===== src/rtl/pdm_pkg.sv =====
// pdm_pkg: shared types and sizing helpers for the multi-channel PDM DAC
package pdm_pkg;
  typedef enum logic {PDM_FIRST = 1'b0, PDM_SECOND = 1'b1} pdm_mode_e;
  // Signed integrator width for an N-bit level
  function automatic int integ_width(input int n);
    return n + 4;
  endfunction
  // Symmetric clamp magnitude for the second-order integrators
  function automatic int sat_limit(input int n);
    return (1 << (n + 2)) - 1;
  endfunction
  // Channel index width, never below one bit
  function automatic int ch_idx_width(input int c);
    return (c > 1) ? $clog2(c) : 1;
  endfunction
endpackage


===== src/rtl/pdm_channel.sv =====
// pdm_channel: one first/second-order sigma-delta modulator with its active level
//   clk, rst_n  : clock, async active-low reset
//   run         : low on the settle edge right after reset release
//   enable      : channel run enable; low forces the zero state
//   load        : commit strobe, loads load_level into the active level
//   clear       : mode change, forces the zero state on this edge
//   mode        : active modulator order
//   load_level  : level to become active on load
//   out         : registered PDM bit
module pdm_channel
  import pdm_pkg::*;
#(
  parameter int N = 8
) (
  input  logic         clk,
  input  logic         rst_n,
  input  logic         run,
  input  logic         enable,
  input  logic         load,
  input  logic         clear,
  input  pdm_mode_e    mode,
  input  logic [N-1:0] load_level,
  output logic         out
);
  localparam int W = integ_width(N);
  localparam int S = W + 2;
  localparam logic signed [S-1:0] LIM = S'(sat_limit(N));
  logic [N-1:0] level_q, level_d, acc_q, acc_d;
  logic signed [W-1:0] i1_q, i1_d, i2_q, i2_d;
  logic out_q, out_d, zero;
  logic [N:0] s1;
  logic signed [S-1:0] xs, fb, i1_sat, i2_sat;
  function automatic logic signed [S-1:0] sat(input logic signed [S-1:0] v);
    return v > LIM ? LIM : v < -LIM ? -LIM : v;
  endfunction
  always_comb begin
    level_d = load ? load_level : level_q;
    zero = !run || !enable || clear;
    s1 = {1'b0, acc_q} + {1'b0, level_q};
    xs = S'({1'b0, level_q});
    fb = out_q ? S'(1 << N) : '0;
    // Sums are formed two bits wider than the integrators so the clamp sees the true value
    i1_sat = sat(S'(i1_q) + xs - fb);
    i2_sat = sat(S'(i2_q) + i1_sat - fb);
    acc_d = (zero || mode == PDM_SECOND) ? '0 : s1[N-1:0];
    i1_d = (zero || mode == PDM_FIRST) ? '0 : W'(i1_sat);
    i2_d = (zero || mode == PDM_FIRST) ? '0 : W'(i2_sat);
    // Strictly positive test keeps a zero level silent from the all-zero state
    out_d = zero ? 1'b0 : mode == PDM_FIRST ? s1[N] : (i2_sat > 0);
  end
  always_ff @(posedge clk or negedge rst_n) begin
    if (!rst_n) begin
      level_q <= '0;
      acc_q <= '0;
      i1_q <= '0;
      i2_q <= '0;
      out_q <= 1'b0;
    end else begin
      level_q <= level_d;
      acc_q <= acc_d;
      i1_q <= i1_d;
      i2_q <= i2_d;
      out_q <= out_d;
    end
  end
  assign out = out_q;
endmodule


===== src/rtl/pdm_dac_multi.sv =====
// pdm_dac_multi: multi-channel PDM DAC with double-buffered levels and atomic commit
//   clk, rst_n : clock, async active-low reset
//   wr_en/wr_ch/wr_data : shadow level write (out-of-range channel ignored)
//   ch_enable  : per-channel run enable
//   mode       : modulator order, taken at commit
//   commit     : copy all shadow levels and mode to active
//   out        : one registered PDM bit per channel
module pdm_dac_multi
  import pdm_pkg::*;
#(
  parameter int CHANNELS   = 3,
  parameter int VALUE_BITS = 8
) (
  input  logic                                clk,
  input  logic                                rst_n,
  input  logic                                wr_en,
  input  logic [ch_idx_width(CHANNELS)-1:0]   wr_ch,
  input  logic [VALUE_BITS-1:0]               wr_data,
  input  logic [CHANNELS-1:0]                 ch_enable,
  input  logic                                mode,
  input  logic                                commit,
  output logic [CHANNELS-1:0]                 out
);
  localparam int CW = ch_idx_width(CHANNELS);
  logic [VALUE_BITS-1:0] shadow_q [CHANNELS];
  logic [VALUE_BITS-1:0] shadow_d [CHANNELS];
  pdm_mode_e mode_q, mode_d;
  logic run_q, clear;
  always_comb begin
    // shadow_d doubles as the commit source, giving write-through on a same-cycle write
    for (int c = 0; c < CHANNELS; c++) shadow_d[c] = (wr_en && wr_ch == CW'(c)) ? wr_data : shadow_q[c];
    mode_d = commit ? pdm_mode_e'(mode) : mode_q;
    clear = commit && mode_d != mode_q;
  end
  // run_q holds the modulators idle for the first edge after reset release
  always_ff @(posedge clk or negedge rst_n) begin
    if (!rst_n) begin
      shadow_q <= '{default: '0};
      mode_q <= PDM_FIRST;
      run_q <= 1'b0;
    end else begin
      shadow_q <= shadow_d;
      mode_q <= mode_d;
      run_q <= 1'b1;
    end
  end
  for (genvar i = 0; i < CHANNELS; i++) begin : g_ch
    pdm_channel #(.N(VALUE_BITS)) u_ch (
      .clk(clk),
      .rst_n(rst_n),
      .run(run_q),
      .enable(ch_enable[i]),
      .load(commit),
      .clear(clear),
      .mode(mode_q),
      .load_level(shadow_d[i]),
      .out(out[i])
    );
  end
endmodule

===== config.mk =====
export PLATFORM = sky130hd
export DESIGN_NAME = pdm_dac_multi
export DESIGN_NICKNAME = d
export VERILOG_FILES = /design/src/rtl/pdm_pkg.sv /design/src/rtl/pdm_channel.sv /design/src/rtl/pdm_dac_multi.sv
export SDC_FILE = /design/constraint.sdc
export NUM_CORES = 1
export LEC_CHECK = 0
export CORE_UTILIZATION = 50
export CTS_CLUSTER_DIAMETER = 40
export DETAILED_ROUTE_END_ITERATION = 16
export GPL_TIMING_DRIVEN = 0
export PLACE_DENSITY = 0.66
export SYNTH_ARGS = -nofsm -noshare
export SYNTH_HDL_FRONTEND = slang
export SYNTH_SLANG_ARGS = --single-unit

===== constraint.sdc =====
create_clock -name clk -period 11.9 [get_ports clk]
set_clock_uncertainty 0.05 [all_clocks]
set_input_delay 1.785 -clock clk [delete_from_list [all_inputs] [get_ports clk]]
set_output_delay 1.785 -clock clk [all_outputs]
set_load 0.02 [all_outputs]

==> results.cfg <==
[outcome]
violations = DRC
status = finished, violations left

[global_route]
busiest_layer = met2
antenna_found_initial = 0
track_usage = 0.2114
grt_util_met1 = 0.3063
grt_pass1_wl_mm = 37.12
grt_max_degree = 94
grtUsageMet2 = 0.3308
grt-ovfl-total = 0
first_global_vias = 7693
met3_usage = 0.02778

[timing]
period_share = 0.5652
period_needed_ps = 6726
finalHoldViolCount = 0
maxSlewHeadroom = 0.2005
maxSlewViolCount = 0
rsz0062_at_grt = false
worstMarginPinSlew_ps = 1197
setup_viol = 0
hold_ws_ps = 441.3
tns_ps = 0
fmax_mhz = 148.7

[clocking]
clock_latency_ps = 420
cts_buffers = 17
ctsRootBufferMaster = clkbuf_16
hold_buffers = 0
cts_num_sinks = 149
cts_buffer_depth = 2
cts_resized = 0
cts_setup_buffers = 0
path_clk_slew_ps = 60
h-tree-depth = 4
cts_tree = done

[hold_path]
hold_class = reg2reg

[cells_and_area]
area_growth_pct = 10.80
nets = 1316
layoutNonFillerInstCount = 1454
antenna_cells = 0
fillCellCount = 1847
drive_above_1_share = 0.09669
final_core_util = 0.5636

[drt]
wl_per_cell_um = 14.98
routed_wl_mm = 21.79
dr.pass1.iters = 11
final_antenna_net_count = 0
post-route-drc-count = 1
vias = 7986
avgViaCountPerCell = 5.492
drt_iter0_markers = 388

[synth]
synthArstFlopShare = 1.000
synthCells = 1126
synth-edff-count = 0
synth_top_flop_cell = dfrtp_1
yosysTopAreaCell = dfrtp_1
ys_seq_area_frac = 0.3498
synth.avg_cell_area_um2 = 9.466
synth_top_area_frac = 0.3498
ys_ff_latch = 149
synth_fp_nets = 1276
syn-cell-area_um2 = 10660
yosys-top-cells-area = dfrtp_1 (35%), ha_1 (14%), inv_1 (4.9%)
yosys_warnings = 0
ys_types = 86

[critical_path]
worstPathMaxFanout = 10
cp-start-kind = register
setup.worst_path.class = reg2reg
reg2reg_slack_ps = 5170
rr_worst_depth = 27
cp_slowest_cell = or4b_2
timing.rr.start = g_ch[1].u_ch.level_q[0]$_DFFE_PN0P_
slowest_delay_ps = 620
startpoint = g_ch[1].u_ch.level_q[0]$_DFFE_PN0P_
worstReg2RegEnd = g_ch[1].u_ch.i2_q[5]$_DFF_PN0_
cp-end-kind = register
crit_end = g_ch[1].u_ch.i2_q[5]$_DFF_PN0_
arrival_ps = 6960
cp.required_ps = 12140
crit_top_cell = ha_1

[job]
drv_cap = 0

[floorplan]
initial_core_util = 0.5087
placeableCoreArea_um2 = 20960
std_cell_rows = 53
io_pins = 21
die_area_um2 = 21910
die_h_um = 148.0
die_w_um = 148.0

[placement]
io_buffers = 20
globalplace.congestion = 0.8028
place_hpwl_mm = 16.74
place_inst = 1422
-- layout by cell type (no fill, tap or decap), types with 8 or more instances in the layout --
master	netlist	layout
a211oi_1	8	8
clkbuf_1	15	19
nor2_1	90	90
a21o_1	20	20
o21a_1	20	20
o21bai_1	15	15
nor2b_1	13	13
clkdlybuf4s50_1	0	19
mux2_2	45	45
ha_1	123	123
xor2_1	24	24
inv_1	138	138
fa_1	9	9
nand2b_1	12	12
nand3_1	17	17
dfrtp_1	149	149
nor3_1	20	20
o211ai_1	15	15
nand2_1	40	40
xnor2_1	51	51
o21ai_0	60	60
clkbuf_16	0	17
a21oi_1	86	86
or3_1	10	10
and3_1	16	16
-- worst min path at each step --
stage                                start                     end  slack (ps)  cells past startpoint
global placement    shadow_q[12]$_DFF_PN0_  shadow_q[12]$_DFF_PN0_         420                      1
detailed placement   shadow_q[5]$_DFF_PN0_   shadow_q[5]$_DFF_PN0_         430                      1
CTS                  shadow_q[5]$_DFF_PN0_   shadow_q[5]$_DFF_PN0_         440                      1
floorplan            shadow_q[0]$_DFF_PN0_   shadow_q[0]$_DFF_PN0_         420                      1
global route         shadow_q[2]$_DFF_PN0_   shadow_q[2]$_DFF_PN0_         460                      1
finish               shadow_q[5]$_DFF_PN0_   shadow_q[5]$_DFF_PN0_         440                      1
-- registers in the layout (all words and copies together), names as in the netlist --
| register | count |
|---|---|
| g_ch.u_ch.acc_q | 24 |
| shadow_q | 24 |
| g_ch.u_ch.i2_q | 36 |
| g_ch.u_ch.i1_q | 36 |
| run_q | 1 |
| mode_q | 1 |
| g_ch.u_ch.level_q | 24 |
| g_ch.u_ch.out | 3 |
-- logic make-up (layout without fill, tap and decap cells) --
family / after synthesis / count (layout) / share of synthesized area
AND/OR/NAND/NOR: 265 / 265 / 0.1288
other: 1 / 1 / 0.0003518
multiplexers: 49 / 49 / 0.05177
XOR/XNOR: 78 / 78 / 0.06621
adder cells (fa/ha/maj): 132 / 132 / 0.1613
flip-flops: 149 / 149 / 0.3498
AO/OA/AOI/OAI: 293 / 293 / 0.1844
buffers and inverters: 159 / 212 / 0.05740
-- through the flow --
step,setup slack [ps],area (um^2)
after floorplan,6181,10660
after CTS,5194,11810
after global routing,4699,11810
after global placement,2713,11200
final,5174,11810
after detailed placement,5217,11230
-- worst max-delay path, delay by kind of cell, from the launching register on --
family	cells	cell delay, ps
adder cells (fa/ha/maj)	5	1410
XOR/XNOR	1	90
AO/OA/AOI/OAI	9	1770
flip-flops	1	410
AND/OR/NAND/NOR	8	2450
buffers and inverters	4	380
-- area by class of cell --
type	instances	area [um^2]	share of cell area
buffer	21	93.84	0.007946
clock buffer	22	454.2	0.03846
clock inverter	10	123.9	0.01049
inverter	138	518.0	0.04386
multi-input combinational	818	6319	0.5350
sequential	149	3729	0.3157
tap	275	344.1	0.02913
timing repair buffer	21	229.0	0.01939
-- synthesized netlist by cell type, types with 4 or more instances --
cell type,instances
a211oi_1,8
o21ai_0,60
a221oi_1,4
nand2b_1,12
nor2b_1,13
a21oi_1,86
nor3b_1,4
dfrtp_1,149
o21a_1,20
xnor2_1,51
nand3b_1,4
a31oi_1,7
and2_1,4
nor4_1,7
fa_1,9
inv_1,138
mux2_2,45
o31a_1,4
xor2_1,24
clkbuf_1,15
o21bai_1,15
nor2_1,90
ha_1,123
or3_1,10
a21o_1,20
nand3_1,17
o2111ai_1,7
and3_1,16
nand2_1,40
nand4b_1,4
o211ai_1,15
nor3_1,20
-- metal layers --
| metal | up-vias | share of wire |
|---|---|---|
| li1 | 4051 | - |
| met1 | 3814 | 0.52 |
| met2 | 106 | 0.45 |
| met3 | 15 | 0.026 |
| met4 | 0 | 0.0094 |
| met5 | - | 0 |
Power is left out: the tool's default activity adds up to more than one toggle a clock period on the data nets, which glitch-free logic cannot reach.
